`src/rtl/spi2apb3_host_master.sv`:
```
`default_nettype none
// ============================================================================
// Module   : spi2apb3_host_master
// Purpose  : APB3 register slave that acts as the frame master for an
//            SPI-to-APB3 bridge. Software programs OPCODE/ADDR/WDATA and sets
//            START. The block then shifts out one 112-bit frame on
//            SPICLK/SPIDI and captures a 32-bit read-back word from SPIDO.
//            SPICLK is derived from PCLK by a programmable divider.
// Ports    : PCLK, PRESETn        - clock, async active-low reset
//            PSEL..PWDATA         - APB3 slave request
//            PRDATA/PREADY/PSLVERR- APB3 slave response (no wait states)
//            SPICLK, SPIDI        - serial clock/data towards the bridge
//            SPIDO                - serial data from the bridge
//            IRQ                  - STATUS.DONE & CTRL.IE
// Revision : 1.0 - initial release
// ============================================================================
module spi2apb3_host_master #(
   parameter int DIV_RESET   = 4,
   parameter int IDLE_CYCLES = 8
) (
   input  logic        PCLK,
   input  logic        PRESETn,
   input  logic        PSEL,
   input  logic        PENABLE,
   input  logic        PWRITE,
   input  logic [7:0]  PADDR,
   input  logic [31:0] PWDATA,
   output logic [31:0] PRDATA,
   output logic        PREADY,
   output logic        PSLVERR,
   output logic        SPICLK,
   output logic        SPIDI,
   input  logic        SPIDO,
   output logic        IRQ
);

   localparam logic [1:0] ST_IDLE = 2'd0;
   localparam logic [1:0] ST_LOW  = 2'd1;
   localparam logic [1:0] ST_HIGH = 2'd2;
   localparam logic [1:0] ST_GAP  = 2'd3;

   localparam logic [2:0]  REG_CTRL   = 3'd0;
   localparam logic [2:0]  REG_ADDR   = 3'd1;
   localparam logic [2:0]  REG_WDATA  = 3'd2;
   localparam logic [2:0]  REG_RDATA  = 3'd3;
   localparam logic [2:0]  REG_STATUS = 3'd4;
   localparam logic [2:0]  REG_CLKDIV = 3'd5;

   localparam logic [15:0] GAP_LAST   = 16'(IDLE_CYCLES - 1);
   localparam logic [6:0]  LAST_EDGE  = 7'd112;
   localparam logic [6:0]  RX_FIRST   = 7'd80;
   localparam logic [6:0]  RX_LAST    = 7'd111;

   logic [1:0]   state_q,  state_d;
   logic [15:0]  cnt_q,    cnt_d;
   logic [6:0]   bitcnt_q, bitcnt_d;
   logic [111:0] tx_q,     tx_d;
   logic [31:0]  rx_q,     rx_d;
   logic [7:0]   div_q,    div_d;
   logic [7:0]   opcode_q, opcode_d;
   logic         ie_q,     ie_d;
   logic [31:0]  addr_q,   addr_d;
   logic [31:0]  wdata_q,  wdata_d;
   logic [31:0]  rdata_q,  rdata_d;
   logic         done_q,   done_d;
   logic [7:0]   clkdiv_q, clkdiv_d;
   logic         spiclk_q, spiclk_d;
   logic         spidi_q,  spidi_d;

   logic         w_apb_wr;
   logic [2:0]   w_sel;
   logic         w_busy;
   logic         w_start;
   logic         w_phase_end;
   logic         w_gap_end;
   logic         w_unused;

   assign w_apb_wr    = PSEL & PENABLE & PWRITE;
   assign w_sel       = PADDR[4:2];
   // BUSY is taken from the registered state, so a START landing in the
   // same cycle the frame completes is still treated as busy.
   assign w_busy      = (state_q != ST_IDLE);
   assign w_start     = w_apb_wr & (w_sel == REG_CTRL) & PWDATA[8] & ~w_busy;
   assign w_phase_end = (cnt_q == {8'h00, div_q});
   assign w_gap_end   = (cnt_q == GAP_LAST);
   assign w_unused    = ^{PADDR[7:5], PADDR[1:0]};

   // ------------------------------------------------------------------
   // State register (and all other flops)
   // ------------------------------------------------------------------
   always_ff @(posedge PCLK or negedge PRESETn) begin
      if (!PRESETn) begin
         state_q  <= ST_IDLE;
         cnt_q    <= '0;
         bitcnt_q <= '0;
         tx_q     <= '0;
         rx_q     <= '0;
         div_q    <= '0;
         opcode_q <= '0;
         ie_q     <= 1'b0;
         addr_q   <= '0;
         wdata_q  <= '0;
         rdata_q  <= '0;
         done_q   <= 1'b0;
         clkdiv_q <= 8'(DIV_RESET);
         spiclk_q <= 1'b0;
         spidi_q  <= 1'b0;
      end else begin
         state_q  <= state_d;
         cnt_q    <= cnt_d;
         bitcnt_q <= bitcnt_d;
         tx_q     <= tx_d;
         rx_q     <= rx_d;
         div_q    <= div_d;
         opcode_q <= opcode_d;
         ie_q     <= ie_d;
         addr_q   <= addr_d;
         wdata_q  <= wdata_d;
         rdata_q  <= rdata_d;
         done_q   <= done_d;
         clkdiv_q <= clkdiv_d;
         spiclk_q <= spiclk_d;
         spidi_q  <= spidi_d;
      end
   end

   // ------------------------------------------------------------------
   // Next-state logic
   // ------------------------------------------------------------------
   always_comb begin
      state_d = state_q;
      case (state_q)
         ST_IDLE: if (w_start)     state_d = ST_LOW;
         ST_LOW:  if (w_phase_end) state_d = ST_HIGH;
         ST_HIGH: if (w_phase_end) state_d = (bitcnt_q == LAST_EDGE) ? ST_GAP : ST_LOW;
         ST_GAP:  if (w_gap_end)   state_d = ST_IDLE;
         default:                  state_d = ST_IDLE;
      endcase
   end

   // ------------------------------------------------------------------
   // Datapath, register file and serial outputs
   // ------------------------------------------------------------------
   always_comb begin
      cnt_d    = cnt_q;
      bitcnt_d = bitcnt_q;
      tx_d     = tx_q;
      rx_d     = rx_q;
      div_d    = div_q;
      opcode_d = opcode_q;
      ie_d     = ie_q;
      addr_d   = addr_q;
      wdata_d  = wdata_q;
      rdata_d  = rdata_q;
      done_d   = done_q;
      clkdiv_d = clkdiv_q;

      // Software-visible registers are frozen for the whole frame.
      if (w_apb_wr && !w_busy) begin
         case (w_sel)
            REG_CTRL: begin
               opcode_d = PWDATA[7:0];
               ie_d     = PWDATA[9];
            end
            REG_ADDR:   addr_d   = PWDATA;
            REG_WDATA:  wdata_d  = PWDATA;
            REG_CLKDIV: clkdiv_d = PWDATA[7:0];
            default: ;
         endcase
      end

      if (w_apb_wr && (w_sel == REG_STATUS) && PWDATA[1]) begin
         done_d = 1'b0;
      end

      case (state_q)
         ST_IDLE: begin
            cnt_d = '0;
            if (w_start) begin
               // Opcode comes from the same write that carries START.
               tx_d     = {PWDATA[7:0], 8'h00, addr_q, wdata_q, 32'h0};
               div_d    = clkdiv_q;
               bitcnt_d = '0;
               rx_d     = '0;
            end
         end
         ST_LOW: begin
            if (w_phase_end) begin
               cnt_d    = '0;
               bitcnt_d = bitcnt_q + 7'd1;
            end else begin
               cnt_d = cnt_q + 16'd1;
            end
         end
         ST_HIGH: begin
            if (w_phase_end) begin
               cnt_d = '0;
               // The bridge drives read data after rising edges 80..111.
               if ((bitcnt_q >= RX_FIRST) && (bitcnt_q <= RX_LAST)) begin
                  rx_d = {rx_q[30:0], SPIDO};
               end
               tx_d = {tx_q[110:0], 1'b0};
            end else begin
               cnt_d = cnt_q + 16'd1;
            end
         end
         ST_GAP: begin
            if (w_gap_end) begin
               cnt_d   = '0;
               rdata_d = rx_q;
               done_d  = 1'b1;   // completion beats a coincident W1C
            end else begin
               cnt_d = cnt_q + 16'd1;
            end
         end
         default: cnt_d = '0;
      endcase

      // Serial pins are registered from the next state to stay glitch-free.
      spiclk_d = (state_d == ST_HIGH);
      spidi_d  = ((state_d == ST_LOW) || (state_d == ST_HIGH)) ? tx_d[111] : 1'b0;
   end

   // ------------------------------------------------------------------
   // APB read mux and fixed responses
   // ------------------------------------------------------------------
   always_comb begin
      PRDATA = '0;
      if (PSEL && !PWRITE) begin
         case (w_sel)
            REG_CTRL:   PRDATA = {22'h0, ie_q, 1'b0, opcode_q};
            REG_ADDR:   PRDATA = addr_q;
            REG_WDATA:  PRDATA = wdata_q;
            REG_RDATA:  PRDATA = rdata_q;
            REG_STATUS: PRDATA = {30'h0, done_q, w_busy};
            REG_CLKDIV: PRDATA = {24'h0, clkdiv_q};
            default:    PRDATA = '0;
         endcase
      end
   end

   assign PREADY  = 1'b1;
   assign PSLVERR = 1'b0;
   assign SPICLK  = spiclk_q;
   assign SPIDI   = spidi_q;
   assign IRQ     = done_q & ie_q;

endmodule
`default_nettype wire

```
`config.mk`:
```
export PLATFORM = sky130hd
export DESIGN_NAME = spi2apb3_host_master
export DESIGN_NICKNAME = d
export VERILOG_FILES = /design/src/rtl/spi2apb3_host_master.sv
export SDC_FILE = /design/constraint.sdc
export NUM_CORES = 1
export LEC_CHECK = 0
export BUFFER_PORTS_ARGS = -buffer_cell sky130_fd_sc_hd__buf_2
export CAP_MARGIN = 20
export CORE_MARGIN = 1
export CORE_UTILIZATION = 59
export DETAILED_ROUTE_END_ITERATION = 8
export GPL_TIMING_DRIVEN = 0
export PLACE_DENSITY = 0.79
export SLEW_MARGIN = 20
export SYNTH_ARGS = -nofsm -noshare
export SYNTH_HDL_FRONTEND = slang
export SYNTH_SLANG_ARGS = --single-unit
```
`constraint.sdc`:
```
create_clock -name PCLK -period 3.55 [get_ports PCLK]
set_input_delay 0.355 -clock PCLK [delete_from_list [all_inputs] [get_ports PCLK]]
set_output_delay 0.355 -clock PCLK [all_outputs]
set_load 0.01 [all_outputs]
```
==> results.rst, run 1 <==
.. list-table::
   :header-rows: 1

   * - Metric
     - Value
   * - WP data arrival
     - approximately 3.6 ns
   * - Routability congestion estimate from global placement
     - approximately 0.88
   * - Level count of the clock H-tree
     - 1
   * - Post-route cell area
     - roughly 16000 um^2
   * - Crit. End Element
     - register
   * - Clock-pin slew reported for the worst setup and hold paths after clock tree synthesis
     - about 0.06 ns
   * - Vias after detailed routing
     - between 10000 and 15000
   * - Max Freq
     - between 0.3 and 0.4 GHz
   * - Effective utilization at floorplan
     - between 60% and 70%
   * - Area taken by flip-flops and latches
     - 7310 um^2
   * - Share of layout cells above drive strength 1
     - around a quarter
   * - Post-Syn Area
     - about 14000 um^2
   * - Detailed placement HPWL
     - roughly 22000 um
   * - Total power divided by cell area
     - between 400 and 500 nW/um^2
   * - Maximum fanout along the worst path
     - 10
   * - Number of failing hold endpoints at the final stage
     - 0
   * - Post-layout util
     - 69.5%
   * - Cell Rows
     - 55
   * - Number of distinct library cells after synthesis
     - 58
   * - Pre-CTS setup slack
     - about 0.5 ns
   * - Clock tree from TritonCTS
     - built
   * - Number of global-route vias before repair
     - 10112
   * - Number of nets still failing antenna checks after routing
     - 0
   * - Sequential fraction of the synthesis area
     - between 50% and 60%
   * - Setup violators final
     - 0
   * - # resized after CTS
     - 0
   * - All-Layer GR Usage
     - approximately 28%
   * - Remaining routing DRC violations
     - 0
   * - Clock Latency Late Sink
     - 0.57 ns
   * - Final layout net count
     - roughly 1400
   * - Number of setup buffers added after CTS
     - 0
   * - Width of the chip
     - approximately 160 um
   * - Result of the run
     - completed
   * - Longest Clk Path Bufs
     - 3
   * - Area growth syn-to-layout
     - 13.9%
   * - Minimum clock period
     - about 3.1 ns
   * - Slew margin rel.
     - approximately a third
   * - Multi-input combinational cell area
     - 6000 um^2
   * - Clock Skews
     - between 0.02 and 0.03 ns
   * - Slew at the pin with the worst max-slew slack
     - between 0.9 and 1 ns
   * - Post-layout worst setup margin
     - about 0.41 ns
   * - Number of enable-type register cells in the synthesized netlist
     - 0
   * - Clock Root Buffer
     - clkbuf_16
   * - Port Buffers
     - between 70 and 80
   * - Antenna violations before repair
     - 1
   * - Ranking of synthesized cells by area
     - dfrtp_1, mux2_2, mux2_1
   * - Post-synthesis cell type with the largest combined area
     - dfrtp_1
   * - Wire length of the first global-routing pass
     - approximately 54000 um
   * - I/O Pins
     - 83
   * - Top_reg_cell synth
     - dfrtp_1
   * - Area enclosed by the die boundary
     - approximately 24000 um^2
   * - CP startpoint kind
     - register
   * - Total number of clock tree sinks
     - approximately 290
   * - Flip-flop and latch count after synthesis
     - just under 300
   * - Max_cap viols
     - 0
   * - Synth top cells by count
     - dfrtp_1, mux2_2, nor2_1
   * - Area share of the leading cell type in the synthesized netlist
     - between 50% and 60%
   * - Average wire per standard cell
     - 20.1 um
   * - LEAKAGE
     - about 7.4 nW
   * - Min-delay worst type
     - in -> reg
   * - Area of the core
     - approximately 23000 um^2
   * - Antenna cells
     - 0
   * - Drt via density
     - approximately 6.2
   * - Floorplan die height
     - roughly 160 um
   * - Ratio of final minimum period to clock period
     - a little under 90%
   * - Overall overflow remaining after global route
     - 0
   * - Nets in the synthesized netlist
     - between 1000 and 1500
   * - YS warnings
     - 0
   * - Category of the most critical setup path
     - reg -> reg
   * - Fill cell count
     - 1643
   * - Async set or reset register ratio after synthesis
     - 100%
   * - Post-synthesis cell count
     - around 1200
   * - Most frequent cell after synthesis
     - dfrtp_1
   * - Cell area after placement
     - 14800 um^2
   * - Detailed-router iteration count before antenna repair
     - 5
   * - 1st-iter DRT viols
     - 927
   * - Num CTS Buffers
     - 31
   * - Final-report max-slew violation count
     - 0
   * - Setup repair after global routing missed its margin
     - false
   * - Routed WL
     - roughly 33000 um
   * - Mean instance size in the synthesized netlist
     - about 12 um^2
   * - Pin count of the biggest net entering global routing
     - between 90 and 100
   * - Critical Path RT
     - roughly 4 ns
   * - Worst ir drop on vdd
     - between 0.3 and 0.4 mV
[placed cells by master, fill, tap and decap left out, drive strengths merged, types with 2 or more instances in the layout]
cell	netlist	final
nor4	5	5
nor3	6	6
or4	3	3
a22oi	26	26
conb	2	2
nor2b	6	6
nand2b	5	5
o21ai	49	49
and3	6	6
inv	48	49
a221o	32	32
nand4	50	50
nand2	82	82
nand3	14	14
a22o	71	71
nor2	86	86
a31oi	4	4
xor2	7	7
bufinv	0	4
buf	47	124
ha	9	9
o31ai	4	4
a21oi	46	46
clkinv	0	7
and4	4	4
mux4	4	4
clkbuf	47	91
dfrtp	291	291
and2	3	3
xnor2	15	15
mux2	211	211
nand3b	3	3
mux2i	8	8
[report_power, final]
group / switching, mW / internal (mW) / total, mW
Combinational: 0.140 / 0.0459 / 0.186
Clock: 1.32 / 2.07 / 3.39
Sequential: 0.00340 / 3.33 / 3.33
[state kept, by name, summed over array words and instances (netlist names)]
register,flops
SPIDI,1
cnt_q,16
rdata_q,32
bitcnt_q,7
done_q,1
ie_q,1
wdata_q,32
addr_q,32
state_q,2
tx_q,111
SPICLK,1
rx_q,32
div_q,8
clkdiv_q,8
opcode_q,8
[critical path: stages (launching register included)]
cell and delay, ns:
dfrtp_1 0.42, nor4_2 0.56, nand2_2 0.17, nor3_1 0.37, buf_2 0.33, buf_2 0.27
o21ai_0 0.10, o2bb2ai_1 0.20, ha_1 0.28, nand2b_1 0.14, o22ai_1 0.20
[cells by family (layout without fill, tap and decap cells)]
| group | count (synthesis) | count (layout) | synth area share, % |
|---|---|---|---|
| simple gates | 276 | 276 | 9.68 |
| compound gates | 244 | 244 | 12.7 |
| xor+xnor | 22 | 22 | 1.38 |
| flops | 292 | 292 | 52.3 |
| fa+ha+maj | 9 | 9 | 0.805 |
| other cells | 2 | 2 | 0.0537 |
| mux | 223 | 223 | 18.2 |
| buf+inv | 142 | 276 | 4.88 |
[worst paths after layout]
kind | slack (ns) | from | depth (start not counted) | endpoint
min in group asynchronous | 0.26 | PRESETn | 2 | tx_q[4]
worst max register to register | 0.41 | cnt_q[12] | 10 | SPIDI
worst max-delay path | 0.41 | cnt_q[12] | 10 | SPIDI
worst min register to register | 0.49 | tx_q[37] | 1 | tx_q[37]
worst min-delay path | 0.03 | PWDATA[24] | 2 | addr_q[24]
max in group asynchronous | 1.80 | PRESETn | 5 | tx_q[38]
[layer usage]
layer	routed length (um)	GRT usage, %
met1	14400	39.6
met2	15900	45.7
met3	2280	4.31
met4	837	9.10
met5	0	0
[cell type report]
type	count	area share, %
clock buffers	44	5.74
clock inverters	12	1.03
repair buffers	78	2.97
flip-flops and latches	292	45.9
inverters	48	1.13
multi-input cells	776	37.6
well taps	313	2.46
plain buffers	94	3.15
[metrics by stage]
stage	setup TNS [ns]	std cells	hold WS, ns	total power, mW
2_1_floorplan	0	1210	0.0594	3.44
3_3_place_gp	-940.51	1597	0.467	3.57
3_5_place_dp	0	1600	0.251	3.58
4_1_cts	0	1657	0.0104	6.95
5_1_grt	0	1657	0.0271	7.09
6_report	0	1657	0.0266	6.91
[repair_timing]
item,in CTS,in global routing
hold endpoints to repair,39,0
hold buffers,1,0
endpoints found under the setup margin,0,0
Note: power is estimated with default switching activity, not from simulation.
==> inputs of run 2 (changes only) <==
CORE_UTILIZATION = 40   (was 59)
PLACE_DENSITY = unset   (was 0.79)
PLACE_DENSITY_LB_ADDON = 0.15   (was unset)
TNS_END_PERCENT = 100   (was unset)
==> results.rst, run 2 (synthesis gave the netlist of run 1 again) <==
.. list-table::
   :header-rows: 1

   * - Metric
     - Value
   * - Result of the run
     - completed
   * - Clock-pin slew reported for the worst setup and hold paths after clock tree synthesis
     - 0.06 ns (about the same)
   * - Critical Path RT
     - 3.95 ns (-0.05 ns)
   * - Wire length of the first global-routing pass
     - 57200 um (+5.8%)
   * - Max_cap viols
     - 0 (unchanged)
   * - # resized after CTS
     - 0 (unchanged)
   * - Routability congestion estimate from global placement
     - 0.812 (-7.5%)
   * - Clock Latency Late Sink
     - 0.51 ns (-0.06 ns)
   * - Area taken by flip-flops and latches
     - 7310 um^2 (unchanged)
   * - WP data arrival
     - 3.64 ns (+0.04 ns)
   * - Maximum fanout along the worst path
     - 10 (unchanged)
   * - Port Buffers
     - 74 (unchanged)
   * - Clock Skews
     - 0.0194 ns (-0.00609 ns)
   * - Detailed placement HPWL
     - 24400 um (+9.0%)
   * - Setup violators final
     - 0 (unchanged)
   * - Worst ir drop on vdd
     - 0.340 mV (-8.2%)
   * - Clock tree from TritonCTS
     - built
   * - 1st-iter DRT viols
     - 589 (-36%)
   * - Crit Reg-Reg Endpoint
     - SPIDI
   * - LEAKAGE
     - 7.41 nW (+0.16%)
   * - Minimum clock period
     - 3.25 ns (+0.101 ns)
   * - Slew margin rel.
     - 39.7% (+4.5 points)
   * - Setup repair after global routing missed its margin
     - false
   * - Level count of the clock H-tree
     - 2 (+1)
   * - Ratio of final minimum period to clock period
     - 91.4% (+2.8 points)
   * - Routed WL
     - 35400 um (+6.0%)
   * - Effective utilization at floorplan
     - 40.6% (-20 points)
   * - Clock Root Buffer
     - clkbuf_16
   * - Total number of clock tree sinks
     - 292 (unchanged)
   * - Num CTS Buffers
     - 35 (+13%)
   * - Cell Rows
     - 68 (+24%)
   * - Antenna cells
     - 0 (unchanged)
   * - Share of layout cells above drive strength 1
     - 24.7% (-0.30 points)
   * - Depth of the worst register-to-register path
     - 11 (+1)
   * - Largest register FFs
     - 111 (unchanged)
   * - Antenna violations before repair
     - 0 (-1)
   * - Register with the most flip-flops
     - tx_q
   * - Multi-input combinational cell area
     - 6000 um^2 (unchanged)
   * - Floorplan die height
     - 189 um (+21%)
   * - Vias after detailed routing
     - 9903 (-3.0%)
   * - Number of global-route vias before repair
     - 10041 (-0.70%)
   * - Width of the chip
     - 189 um (+21%)
   * - Worst hold start
     - PWDATA[23]
   * - Overall overflow remaining after global route
     - 0 (unchanged)
   * - I/O Pins
     - 83 (unchanged)
   * - Average wire per standard cell
     - 19.6 um (-2.5%)
   * - Max Freq
     - 0.308 GHz (-3.1%)
   * - Startpoint of the lowest-slack register-to-register path
     - cnt_q[7]
   * - Hold path depth
     - 2 (unchanged)
   * - Overall power of the completed layout
     - 7.04 mW (+1.8%)
   * - Inst Count DP
     - 1743 (+8.9%)
   * - Longest Clk Path Bufs
     - 3 (unchanged)
   * - All-Layer GR Usage
     - 20.3% (-8.1 points)
   * - Detailed-router iteration count before antenna repair
     - 5 (unchanged)
   * - Crit. End Element
     - register
   * - Slew at the pin with the worst max-slew slack
     - 0.905 ns (-0.0603 ns)
   * - Area growth syn-to-layout
     - 15.5%
   * - Number of cells in the finished layout apart from fillers
     - 1803 (+8.8%)
   * - Fill cell count
     - 3235 (+97%)
   * - Worst-case hold path end point
     - wdata_q[23]
   * - Number of failing hold endpoints at the final stage
     - 0 (unchanged)
   * - Remaining routing DRC violations
     - 0 (unchanged)
   * - Final layout net count
     - 1381 (+0.36%)
   * - Leading cell type in the layout, fill and taps excluded
     - dfrtp_1
   * - Drt via density
     - 5.49 (-11%)
   * - Min-delay worst type
     - in -> reg
   * - Number of nets still failing antenna checks after routing
     - 0 (unchanged)
   * - Area enclosed by the die boundary
     - 35700 um^2 (+47%)
   * - Total power divided by cell area
     - 436 nW/um^2 (+0.41%)
   * - Category of the most critical setup path
     - reg -> reg
   * - Final-report max-slew violation count
     - 0 (unchanged)
   * - Area of the core
     - 34500 um^2 (+50%)
   * - CP startpoint kind
     - register
   * - Register-to-register setup slack
     - 0.30 ns (-0.10 ns)
   * - Pin count of the biggest net entering global routing
     - 93 (-1.1%)
   * - Leading cell types in the layout, fill and taps excluded
     - dfrtp_1, mux2_2, buf_2
[run 2: cell types whose count changed in the layout (fill, tap and decap cells not counted), sizes merged]
cell,change
buf,+1
clkbuf,+8
inv,-1
bufinv,-2
clkinv,-2
[run 2: cell type report]
| type | instances | area share (%) |
|---|---|---|
| buffer | 94 | 3.11 |
| clock buffer | 52 | 6.33 |
| clock inverter | 7 | 0.550 |
| inverter | 48 | 1.12 |
| multi-input combinational | 776 | 37.1 |
| sequential | 292 | 45.3 |
| tap | 455 | 3.52 |
| timing repair buffer | 79 | 3.00 |
[run 2: how the worst max path moves through the flow]
stage | from | cells past startpoint | end | slack [ns]
final | cnt_q[7] | 11 | SPIDI | 0.30
after floorplan | state_q[1] | 11 | SPIDI | 1.20
after detailed placement | cnt_q[7] | 11 | SPIDI | 0.26
after global placement | PRESETn | 1 | wdata_q[17] | -3.62
after CTS | cnt_q[7] | 11 | SPIDI | 0.25
after global routing | cnt_q[7] | 11 | SPIDI | 0.11
[run 2: through the flow]
stage	util, %	setup slack [ns]	cell area (um^2)	hold slack, ns	setup TNS (ns)
global route	46.9	0.114	16200	0.0918	0
global placement	43.3	-3.62	14900	0.468	-1045.04
CTS	46.9	0.246	16200	0.0777	0
floorplan	-	1.20	14000	0.0594	0
finish	46.9	0.304	16200	0.0958	0
detailed placement	43.6	0.263	15000	0.232	0
[run 2: power by group]
part / leakage, nW / switching (mW) / total (mW) / internal [mW]
combinational: 2.97 / 0.143 / 0.189 / 0.0459
clock: 0.546 / 1.38 / 3.51 / 2.13
sequential: 3.90 / 0.00243 / 3.33 / 3.33
[run 2: critical path: stages, from the launching register on]
cell       delay (ns)
dfrtp_1          0.32
clkbuf_1         0.30
xnor2_1          0.19
nand4_1          0.30
nor3_1           0.51
buf_2            0.34
buf_2            0.28
o21ai_0          0.10
o2bb2ai_1        0.19
ha_1             0.27
nand2b_1         0.14
o22ai_1          0.19
[run 2: repair_timing]
item / in CTS / in global routing
buffers inserted: 0 / 0
hold buffers: 1 / 0
hold endpoints to repair: 26 / 0
[run 2: per-layer routing]
layer | track usage, % | share of wire (%) | routed length (um) | vias up
li1 | - | - | - | 4624
met1 | 30.3 | 49 | 17400 | 5027
met2 | 31.2 | 45 | 15800 | 213
met3 | 2.82 | 4.6 | 1620 | 39
met4 | 4.53 | 1.5 | 543 | 0
met5 | 0 | 0 | 0 | -
==> inputs of run 3 (changes only) <==
CORE_MARGIN = 8   (was 1)
clock period = 4 ns   (was 3.55 ns; I/O delays follow)
==> results.rst, run 3 (synthesis gave the netlist of run 1 again) <==
.. list-table::
   :header-rows: 1

   * - Metric
     - Value
   * - Maximum fanout along the worst path
     - 10 (unchanged)
   * - Antenna violations before repair
     - 1 (+1)
   * - Pre-CTS setup slack
     - 0.747 ns (+0.484 ns)
   * - Leading cell type in the layout, fill and taps excluded
     - dfrtp_1
   * - Slew margin rel.
     - 22.8% (-17 points)
   * - Area enclosed by the die boundary
     - 41200 um^2 (+15%)
   * - Setup repair after global routing missed its margin
     - false
   * - Area of the core
     - 34500 um^2 (unchanged)
   * - All-Layer GR Usage
     - 17.5% (-2.8 points)
   * - Leading cell types in the layout, fill and taps excluded
     - dfrtp_1, mux2_2, buf_2
   * - Longest Clk Path Bufs
     - 3 (unchanged)
   * - Clock-pin slew reported for the worst setup and hold paths after clock tree synthesis
     - 0.06 ns (about the same)
   * - Floorplan die height
     - 203 um (+7.4%)
   * - Setup violators final
     - 0 (unchanged)
   * - Crit. End Element
     - output pin
   * - Clock Skews
     - 0.0165 ns (-0.00293 ns)
   * - Overall overflow remaining after global route
     - 0 (unchanged)
   * - Post-layout worst setup margin
     - 0.777 ns (+0.473 ns)
   * - Cell area after placement
     - 15000 um^2 (about the same)
   * - Max_cap viols
     - 0 (unchanged)
   * - Overall power of the completed layout
     - 6.25 mW (-11%)
   * - Pin count of the biggest net entering global routing
     - 85 (-8.6%)
   * - Critical Path RT
     - 3.60 ns (-0.35 ns)
   * - Effective utilization at floorplan
     - 40.6% (unchanged)
   * - Total power divided by cell area
     - 387 nW/um^2 (-11%)
   * - Total number of clock tree sinks
     - 292 (unchanged)
   * - Drt via density
     - 5.50 (+0.12%)
   * - LEAKAGE
     - 7.42 nW (+0.11%)
   * - Worst hold slack after final layout
     - 0.126 ns (+0.0302 ns)
   * - Clock Root Buffer
     - clkbuf_16
   * - Final-report max-slew violation count
     - 0 (unchanged)
   * - Number of setup buffers added after CTS
     - 0 (unchanged)
   * - Min-delay worst type
     - in -> reg
   * - Width of the chip
     - 203 um (+7.4%)
   * - CP startpoint kind
     - input pin
   * - Num CTS Buffers
     - 35 (unchanged)
   * - Category of the most critical setup path
     - in -> out
   * - Number of failing hold endpoints at the final stage
     - 0 (unchanged)
   * - Post-route cell area
     - 16200 um^2 (+0.12%)
   * - Depth of the worst register-to-register path
     - 11 (unchanged)
   * - Largest register FFs
     - 111 (unchanged)
   * - Final layout net count
     - 1380 (-0.072%)
   * - Vias after detailed routing
     - 9926 (+0.23%)
   * - Worst ir drop on vdd
     - 0.228 mV (-33%)
   * - Cell Rows
     - 68 (unchanged)
   * - Routed WL
     - 35800 um (+1.3%)
   * - Wire length of the first global-routing pass
     - 58200 um (+1.7%)
   * - Routability congestion estimate from global placement
     - 0.793 (-2.3%)
   * - Clock tree from TritonCTS
     - built
   * - Max Freq
     - just over 0.3 GHz
   * - Detailed placement HPWL
     - 24900 um (+1.8%)
   * - Minimum clock period
     - between 3 and 4 ns
   * - Share of layout cells above drive strength 1
     - 25.1% (+0.35 points)
   * - Area growth syn-to-layout
     - 15.6%
   * - Port Buffers
     - 74 (unchanged)
   * - Average wire per standard cell
     - 19.9 um (+1.1%)
   * - Detailed-router iteration count before antenna repair
     - 5 (unchanged)
   * - Level count of the clock H-tree
     - 2 (unchanged)
   * - Hold path depth
     - 2 (unchanged)
   * - Number of nets still failing antenna checks after routing
     - 0 (unchanged)
   * - Slew at the pin with the worst max-slew slack
     - 1.15 ns (+0.245 ns)
   * - 1st-iter DRT viols
     - 738 (+25%)
   * - Number of global-route vias before repair
     - 10101 (+0.60%)
   * - Post-layout util
     - 46.9% (+0.055 points)
   * - Clock Latency Late Sink
     - 0.51 ns (about the same)
   * - Register with the most flip-flops
     - tx_q
   * - Remaining routing DRC violations
     - 0 (unchanged)
   * - Result of the run
     - completed
   * - WP data arrival
     - 2.82 ns (-0.82 ns)
   * - Ratio of final minimum period to clock period
     - roughly four fifths
   * - I/O Pins
     - 83 (unchanged)
run 3: cell count changes in the layout (fill, tap and decap cells not counted), sizes merged:
cell      delta
inv          +4
clkinv       -3
buf          -1
bufinv       -1
clkbuf       +1
clkinvlp     +1
diode        +1
run 3: critical path: stages:
cell	delay, ns
buf_2	0.24
buf_1	0.65
clkbuf_1	0.65
mux2_2	0.42
a22oi_1	0.24
nor2_1	0.06
buf_2	0.15
run 3: layout make-up:
type,instances,area [um^2]
antenna,1,2.50
inverter,48,180
sequential,292,7310
clock inverter,8,85.1
multi-input combinational,776,6000
clock buffer,53,1050
fill,3189,18300
buffer,94,502
timing repair buffer,78,473
tap,455,569
run 3: where the power goes:
part | total, mW | switching, mW | internal (mW) | leakage, nW
Sequential | 2.96 | 0.00227 | 2.96 | 3.90
Clock | 3.13 | 1.24 | 1.89 | 0.560
Combinational | 0.167 | 0.126 | 0.0407 | 2.96
run 3: through the flow:
step                      std cells  setup TNS (ns)
after floorplan                1210               0
after global placement         1739         -929.66
after detailed placement       1742               0
after CTS                      1804               0
after global routing           1804               0
final                          1805               0
run 3: timing repair:
action | CTS | global route
endpoints found under the setup margin | 0 | 0
hold buffers | 1 | 0
gates resized for setup | 0 | 0
endpoints found under the hold margin | 70 | 0
run 3: final timing paths:
check	from	endpoint	slack, ns
worst max-delay path	PADDR[3]	PRDATA[29]	0.78
worst min-delay path	PWDATA[25]	wdata_q[25]	0.13
worst max register to register	cnt_q[7]	SPIDI	0.82
worst min register to register	tx_q[59]	tx_q[59]	0.48
max in group asynchronous	PRESETn	tx_q[67]	2.35
min in group asynchronous	PRESETn	cnt_q[8]	0.43
run 3: metal layers:
layer  GRT usage (%)  routed length (um)  vias up
met3            3.39                2090       65
met2            26.3               15700      238
met1            25.2               17100     4999
met4            5.15                 925        0
met5               0                   0        -
li1                -                   -     4624
